File: src/rtl/binarization_threshold_ctrl_pkg.sv
// Shared constants, state encoding and helpers for the adaptive
// binarization threshold controller.
package binarization_threshold_ctrl_pkg;

  localparam int LUMA_W = 8;

  typedef enum logic [1:0] {
    ST_ACCUM = 2'd0,
    ST_DIV   = 2'd1,
    ST_APPLY = 2'd2
  } state_e;

  localparam int DEF_THRESH_C = 64;
  localparam int THRESH_MIN_C = 16;
  localparam int THRESH_MAX_C = 240;

  // Luma sum needs 8 extra bits over the pixel count to never overflow.
  function automatic int sum_width(input int pix_cnt_w);
    return pix_cnt_w + LUMA_W;
  endfunction

  // mean + signed offset, evaluated in 10 bits so neither end can wrap.
  function automatic logic [7:0] clamp_thresh(input logic [7:0] mean,
                                              input logic [7:0] offset,
                                              input logic [7:0] lo,
                                              input logic [7:0] hi);
    logic signed [9:0] cand;
    cand = $signed({2'b00, mean}) + $signed({{2{offset[7]}}, offset});
    if (cand < $signed({2'b00, lo})) begin
      return lo;
    end else if (cand > $signed({2'b00, hi})) begin
      return hi;
    end else begin
      return 8'(cand);
    end
  endfunction

endpackage

File: src/rtl/binarization_threshold_ctrl_divider.sv
// Restoring sequential divider: one quotient bit per cycle, DIVIDEND_W cycles
// after start; the quotient output is saturated to QUO_W bits.
module seq_divider #(
  parameter int DIVIDEND_W = 30,
  parameter int DIVISOR_W  = 22,
  parameter int QUO_W      = 8
) (
  input  logic                  clk,
  input  logic                  rst_n,
  input  logic                  start,
  input  logic [DIVIDEND_W-1:0] dividend,
  input  logic [DIVISOR_W-1:0]  divisor,
  output logic                  done,
  output logic [QUO_W-1:0]      quotient
);

  localparam int CNT_W = $clog2(DIVIDEND_W);
  localparam logic [CNT_W-1:0] LAST_ITER = CNT_W'(DIVIDEND_W - 1);

  logic [DIVIDEND_W-1:0] quo_q, quo_d;
  logic [DIVISOR_W-1:0]  rem_q, rem_d;
  logic [DIVISOR_W-1:0]  den_q, den_d;
  logic [CNT_W-1:0]      iter_q, iter_d;
  logic                  run_q, run_d;
  logic [DIVISOR_W:0]    rem_shift;
  logic                  ge;

  always_comb begin
    rem_shift = {rem_q, quo_q[DIVIDEND_W-1]};
    ge        = rem_shift >= {1'b0, den_q};
    quo_d     = quo_q;
    rem_d     = rem_q;
    den_d     = den_q;
    iter_d    = iter_q;
    run_d     = run_q;
    if (start) begin
      quo_d  = dividend;
      rem_d  = '0;
      den_d  = divisor;
      iter_d = '0;
      run_d  = 1'b1;
    end else if (run_q) begin
      // Dividend bits shift out of the top as quotient bits shift in below.
      quo_d  = {quo_q[DIVIDEND_W-2:0], ge};
      rem_d  = ge ? DIVISOR_W'(rem_shift - {1'b0, den_q}) : rem_shift[DIVISOR_W-1:0];
      iter_d = iter_q + CNT_W'(1);
      if (iter_q == LAST_ITER) begin
        run_d = 1'b0;
      end
    end
  end

  always_ff @(posedge clk or negedge rst_n) begin
    if (!rst_n) begin
      quo_q  <= '0;
      rem_q  <= '0;
      den_q  <= '0;
      iter_q <= '0;
      run_q  <= 1'b0;
    end else begin
      quo_q  <= quo_d;
      rem_q  <= rem_d;
      den_q  <= den_d;
      iter_q <= iter_d;
      run_q  <= run_d;
    end
  end

  assign done     = run_q && (iter_q == LAST_ITER);
  assign quotient = (|quo_q[DIVIDEND_W-1:QUO_W]) ? '1 : quo_q[QUO_W-1:0];

endmodule

File: src/rtl/binarization_threshold_ctrl.sv
// Frame-adaptive threshold controller: accumulates luma per frame, divides
// during blanking and publishes a clamped threshold at frame boundaries.
module binarization_threshold_ctrl
  import binarization_threshold_ctrl_pkg::*;
#(
  parameter int PIX_CNT_W  = 22,
  parameter int DEF_THRESH = DEF_THRESH_C,
  parameter int THRESH_MIN = THRESH_MIN_C,
  parameter int THRESH_MAX = THRESH_MAX_C
) (
  input  logic       clk,
  input  logic       rst_n,
  input  logic       ycbcr_vsync,
  input  logic       ycbcr_de,
  input  logic [7:0] luminance,
  input  logic       cfg_auto,
  input  logic [7:0] cfg_thresh,
  input  logic [7:0] cfg_offset,
  output logic [7:0] threshold,
  output logic       thresh_upd,
  output logic [7:0] mean_luma,
  output logic       busy,
  output logic       overrun
);

  localparam int SUM_W = sum_width(PIX_CNT_W);
  localparam logic [7:0] DEF_T = 8'(DEF_THRESH);
  localparam logic [7:0] MIN_T = 8'(THRESH_MIN);
  localparam logic [7:0] MAX_T = 8'(THRESH_MAX);

  state_e               state_q, state_d;
  logic                 vsync_q;
  logic [SUM_W-1:0]     sum_q, sum_d;
  logic [PIX_CNT_W-1:0] cnt_q, cnt_d;
  logic                 auto_q, auto_d;
  logic [7:0]           threshold_q, threshold_d;
  logic [7:0]           mean_q, mean_d;
  logic                 upd_q, upd_d;
  logic                 overrun_q, overrun_d;

  logic       rise;
  logic       in_flight;
  logic       div_start;
  logic       div_done;
  logic [7:0] div_quo;

  assign rise      = ycbcr_vsync & ~vsync_q;
  assign in_flight = (state_q != ST_ACCUM);
  assign div_start = rise && !in_flight && (cnt_q != '0);

  seq_divider #(
    .DIVIDEND_W (SUM_W),
    .DIVISOR_W  (PIX_CNT_W),
    .QUO_W      (8)
  ) u_div (
    .clk      (clk),
    .rst_n    (rst_n),
    .start    (div_start),
    .dividend (sum_q),
    .divisor  (cnt_q),
    .done     (div_done),
    .quotient (div_quo)
  );

  // A pixel on the rise cycle already belongs to the new frame.
  always_comb begin
    sum_d = sum_q;
    cnt_d = cnt_q;
    if (rise) begin
      sum_d = ycbcr_de ? SUM_W'(luminance) : '0;
      cnt_d = ycbcr_de ? PIX_CNT_W'(1) : '0;
    end else if (ycbcr_de && !(&cnt_q)) begin
      sum_d = sum_q + SUM_W'(luminance);
      cnt_d = cnt_q + PIX_CNT_W'(1);
    end
  end

  always_comb begin
    state_d = state_q;
    case (state_q)
      ST_ACCUM: if (div_start) state_d = ST_DIV;
      ST_DIV:   if (div_done)  state_d = ST_APPLY;
      ST_APPLY: state_d = ST_ACCUM;
      default:  state_d = ST_ACCUM;
    endcase
  end

  always_comb begin
    busy        = in_flight;
    threshold_d = threshold_q;
    mean_d      = mean_q;
    upd_d       = 1'b0;
    auto_d      = div_start ? cfg_auto : auto_q;
    overrun_d   = overrun_q | (rise & in_flight);
    if (state_q == ST_APPLY) begin
      mean_d = div_quo;
      if (auto_q) begin
        threshold_d = clamp_thresh(div_quo, cfg_offset, MIN_T, MAX_T);
        upd_d       = 1'b1;
      end
    end
    if (rise && !cfg_auto) begin
      threshold_d = cfg_thresh;
      upd_d       = 1'b1;
    end
  end

  always_ff @(posedge clk or negedge rst_n) begin
    if (!rst_n) begin
      state_q     <= ST_ACCUM;
      vsync_q     <= 1'b0;
      sum_q       <= '0;
      cnt_q       <= '0;
      auto_q      <= 1'b1;
      threshold_q <= DEF_T;
      mean_q      <= '0;
      upd_q       <= 1'b0;
      overrun_q   <= 1'b0;
    end else begin
      state_q     <= state_d;
      vsync_q     <= ycbcr_vsync;
      sum_q       <= sum_d;
      cnt_q       <= cnt_d;
      auto_q      <= auto_d;
      threshold_q <= threshold_d;
      mean_q      <= mean_d;
      upd_q       <= upd_d;
      overrun_q   <= overrun_d;
    end
  end

  assign threshold  = threshold_q;
  assign thresh_upd = upd_q;
  assign mean_luma  = mean_q;
  assign overrun    = overrun_q;

endmodule

File: config.mk
export PLATFORM = sky130hd
export DESIGN_NAME = binarization_threshold_ctrl
export DESIGN_NICKNAME = d
export VERILOG_FILES = /design/src/rtl/binarization_threshold_ctrl_pkg.sv /design/src/rtl/binarization_threshold_ctrl_divider.sv /design/src/rtl/binarization_threshold_ctrl.sv
export SDC_FILE = /design/constraint.sdc
export NUM_CORES = 1
export LEC_CHECK = 0
export BUFFER_PORTS_ARGS = -buffer_cell sky130_fd_sc_hd__buf_2
export CORE_MARGIN = 2
export CORE_UTILIZATION = 53
export CTS_CLUSTER_DIAMETER = 150
export CTS_CLUSTER_SIZE = 28
export DETAILED_ROUTE_END_ITERATION = 10
export HOLD_SLACK_MARGIN = 0.15
export PLACE_DENSITY = 0.67
export SETUP_SLACK_MARGIN = 0.1
export SLEW_MARGIN = 20
export SYNTH_ARGS = -nofsm -noshare
export SYNTH_HDL_FRONTEND = slang
export SYNTH_HIERARCHICAL = 1
export SYNTH_SLANG_ARGS = --single-unit
File: constraint.sdc
create_clock -name clk -period 12.5 [get_ports clk]
set_clock_uncertainty 0.05 [all_clocks]
set_input_delay 0.625 -clock clk [delete_from_list [all_inputs] [get_ports clk]]
set_output_delay 0.625 -clock clk [all_outputs]
set_load 0.01 [all_outputs]
==> summary.md <==
| Metric | Value |
|---|---|
| Status | finished, final reports clean |
| Post-Syn Area | 9540 um2 |
| CTS tree | yes |
| Die Y | 138 um |
| Critical Path Start | u_div/quo_q[25]$_DFFE_PN0P_ |
| WP data required | 12760 ps |
| Sink Count | 154 |
| Yosys Warn Count | 6 |
| ANT nets after route | 0 |
| Worst-margin pin slew | 999 ps |
| Setup WS pre-CTS | 8600 ps |
| Area of the multi-input gates | 5270 um2 |
| VDD IR max | 0.177 mV |
| Sequential cell area | 3860 um2 |
| Flop and latch count out of synthesis | 154 |
| # diodes | 0 |
| Via/cell ratio | 6.01 |
| R2R depth | 13 |
| WP data arrival | 4190 ps |
| Starting density of the core | 53.5% |
| First DRT Iteration DRCs | 582 |
| Pre-Repair DR Iteration Count | 4 |
| Final HPWL DP | 15600 um |
| Vias | 8039 |
| Vias in the first global route | 7504 |
| Fin worst setup slack | 8570 ps |
| Worst setup path endpoint | threshold[5]$_DFFE_PN0P_ |
| Design Power | 2.59 mW |
| Final Util | 58.9% |
| Sequential area share after synthesis | 40.4% |
| DRC Markers | 0 |
| Hold Vio Cnt, Final | 0 |
| Hold_buf cts | 0 |
| Num CTS Buffers | 17 |
| Final period util | 31.4% |
| Fmax | 254 MHz |
| Mapped Cells | 1073 |
| CP Cell Sequence | nor4_1, nand4_1, nor4_1, buf_4, nand2b_1, ha_1, fa_1, a211oi_2, nor2_1, xor2_1, a2111oi_2, a21boi_0, o31ai_1 |
| R2r startpoint | u_div/quo_q[25]$_DFFE_PN0P_ |
| FILL cells | 1570 |
| Placeable Area | 17800 um2 |
| RSZ-0062 raised after global routing | no |
| DR WL/cell | 16.7 um |
| Cell variety after synth | 76 |
| Cell Int Power | 1.49 mW |
| Clk pin slew, worst setup/hold paths | 70 ps |
| Syn_area_per_cell | 8.89 um2 |
| WL final | 22300 um |
| Syn Nets | 1148 |
| Slew Viols, Final | 0 |
| Post-synth ARST share | 100% |
| Leakage | 4.47 nW |
| IO buf count | 47 |
| Max-cap violations | 0 |
| Hold crit path type | in2async |
| Dpl cells | 1305 |
| Worst-path fanout max | 8 |
| Setup TNS | 0 ps |
| Reg power frac | 28.2% |
| Max-Slew Margin vs Limit | 32.4% |
| Switching share of total power | 42.4% |
| Die area | 19100 um2 |
| Post-CTS sizing | 0 |
| Initial antenna violation count | 0 |
| Post-Layout Cell Count | 1337 |
| Worst skew pair latency | 430 ps |
| GRT Overall Usage | 24.1% |
| Num rows | 49 |
| Pwr Density | 247 nW/um2 |
| Critical path class | reg2reg |
| Synth Flop Type | dfrtp_1 |
| # IOs | 48 |
| Postcts setup bufs | 0 |
| Clk buf depth | 2 |
| First-pass GRT wire length | 37900 um |
| GP Congestion | 0.838 |
| Root Driver | clkbuf_16 |
| Slowest cell delay on critical path | 580 ps |
| Final-stage net count | 1170 |
| Global route overflow | 0 |
| Crit path launch type | register |
| CTS H-tree lvls | 4 |
| Die Wd | 138 um |
| R2R Path End | threshold[5]$_DFFE_PN0P_ |
| Largest net degree at the start of global routing | 81 |
| Post-synth EDFFs | 0 |
| Crit path time final | 3930 ps |
| P_sw | 1.10 mW |
| Layout area overhead | 10.2% |
| Critical-path top delay cell | a2111oi_2 |
| Clock share of power | 20.5% |
| Final Setup Violations | 0 |
| Share of cells above drive strength 1 | 11.4% |
| Comb power frac | 51.3% |
| Most common cell on crit path | nor4_1 |
| R2r setup slk | 8570 ps |
| Element type at the critical path end | register |
per-stage QoR:
step	area, um2	hold WS, ps
2_1_floorplan	9540	279
3_3_place_gp	9910	420
3_5_place_dp	9910	425
4_1_cts	10500	218
5_1_grt	10500	248
6_report	10500	161
worst min path at each step:
stage / from / to / slack (ps)
global route: rst_n / u_div/rem_q[13]$_DFFE_PN0P_ / 250
detailed placement: auto_q$_DFFE_PN1P_ / auto_q$_DFFE_PN1P_ / 420
CTS: rst_n / u_div/rem_q[13]$_DFFE_PN0P_ / 220
floorplan: rst_n / cnt_q[0]$_DFFE_PN0P_ / 280
finish: rst_n / u_div/rem_q[13]$_DFFE_PN0P_ / 160
global placement: auto_q$_DFFE_PN1P_ / auto_q$_DFFE_PN1P_ / 420
layout by cell type, fill, tap and decap left out, drive strengths merged, types with 4 or more instances in the layout:
cell	instances
a2111oi	4
a211oi	21
a21boi	4
a21o	6
a21oi	73
a22oi	7
a311oi	5
a31oi	13
and2	13
and3	8
and4	7
buf	55
clkbuf	18
clkinv	5
dfrtp	152
ha	43
inv	57
mux2	13
mux2i	39
nand2	108
nand2b	12
nand3	36
nand4	21
nor2	100
nor2b	5
nor3	24
nor4	14
o211ai	8
o21a	6
o21ai	83
o31ai	26
o41ai	5
or2	5
or3	10
or4	20
xnor2	24
xor2	20
power by group through the flow:
stage	clock network (mW)	logic (mW)	registers (mW)
final	0.531	1.33	0.732
after global routing	0.559	1.50	0.749
after CTS	0.539	1.33	0.731
after detailed placement	0	1.32	0.738
after global placement	0	1.29	0.734
after floorplan	0	1.08	0.709
layer usage:
metal | routed length, um | GRT usage (%)
met1 | 11100 | 35.2
met2 | 10100 | 37.3
met3 | 760 | 3.60
met4 | 321 | 7.14
met5 | 0 | 0
logic make-up (layout without fill, tap and decap cells):
| family | count (synthesis) | count (layout) | synth area share [%] |
|---|---|---|---|
| xor gates and xnor gates | 44 | 44 | 4.04 |
| buffers and inverters | 105 | 140 | 4.59 |
| AOI/OAI and AO/OA | 284 | 284 | 19.1 |
| DFF | 154 | 154 | 40.4 |
| and+or+nand+nor | 388 | 388 | 19.9 |
| adders and majority gates | 46 | 46 | 6.27 |
| muxes | 52 | 52 | 5.63 |
critical path, delay by kind of cell, from the launching register on:
kind	cells	cell delay [ps]
xor+xnor	1	180
buf+inv	1	220
flops	1	400
simple gates	5	1000
fa+ha+maj	2	630
compound gates	4	1320
synth_stat cells, drive strengths merged (6+ instances only):
cell / count / share of area, %
o21a: 6 / 0.47
a22oi: 7 / 0.55
nor2: 100 / 3.9
xor2: 20 / 1.8
nand4: 21 / 1.4
o31ai: 26 / 2.2
mux2: 13 / 1.5
a211oi: 21 / 1.7
o211ai: 8 / 0.63
nor4: 14 / 0.92
nor3: 24 / 1.3
mux2i: 39 / 4.1
or4: 20 / 1.6
o21ai: 83 / 4.4
buf: 13 / 0.96
nand2b: 12 / 0.79
inv: 52 / 2.0
xnor2: 24 / 2.2
a21o: 6 / 0.47
and2: 13 / 0.85
or3: 10 / 0.66
a21oi: 73 / 3.9
dfrtp: 152 / 40
clkbuf: 39 / 1.5
a31oi: 13 / 0.92
nand2: 108 / 4.2
nand3: 36 / 1.9
and4: 7 / 0.67
ha: 43 / 5.6
and3: 8 / 0.52
final cells by class:
cell class,instances,share of cell area [%]
inverters,53,1.90
clock inverters,14,1.52
well taps,229,2.73
clock buffers,18,4.18
repair buffers,55,2.87
flip-flops and latches,154,36.7
multi-input cells,814,50.1
registers in the layout, summed over array words and instances (netlist names):
| name | count |
|---|---|
| overrun | 1 |
| u_div/iter_q | 5 |
| sum_q | 30 |
| vsync_q | 1 |
| thresh_upd | 1 |
| u_div/run_q | 1 |
| u_div/quo_q | 30 |
| u_div/den_q | 22 |
| threshold | 8 |
| u_div/rem_q | 22 |
| cnt_q | 22 |
| auto_q | 1 |
| state_q | 2 |
| mean_luma | 8 |
Note: power is estimated with default switching activity, not from simulation.
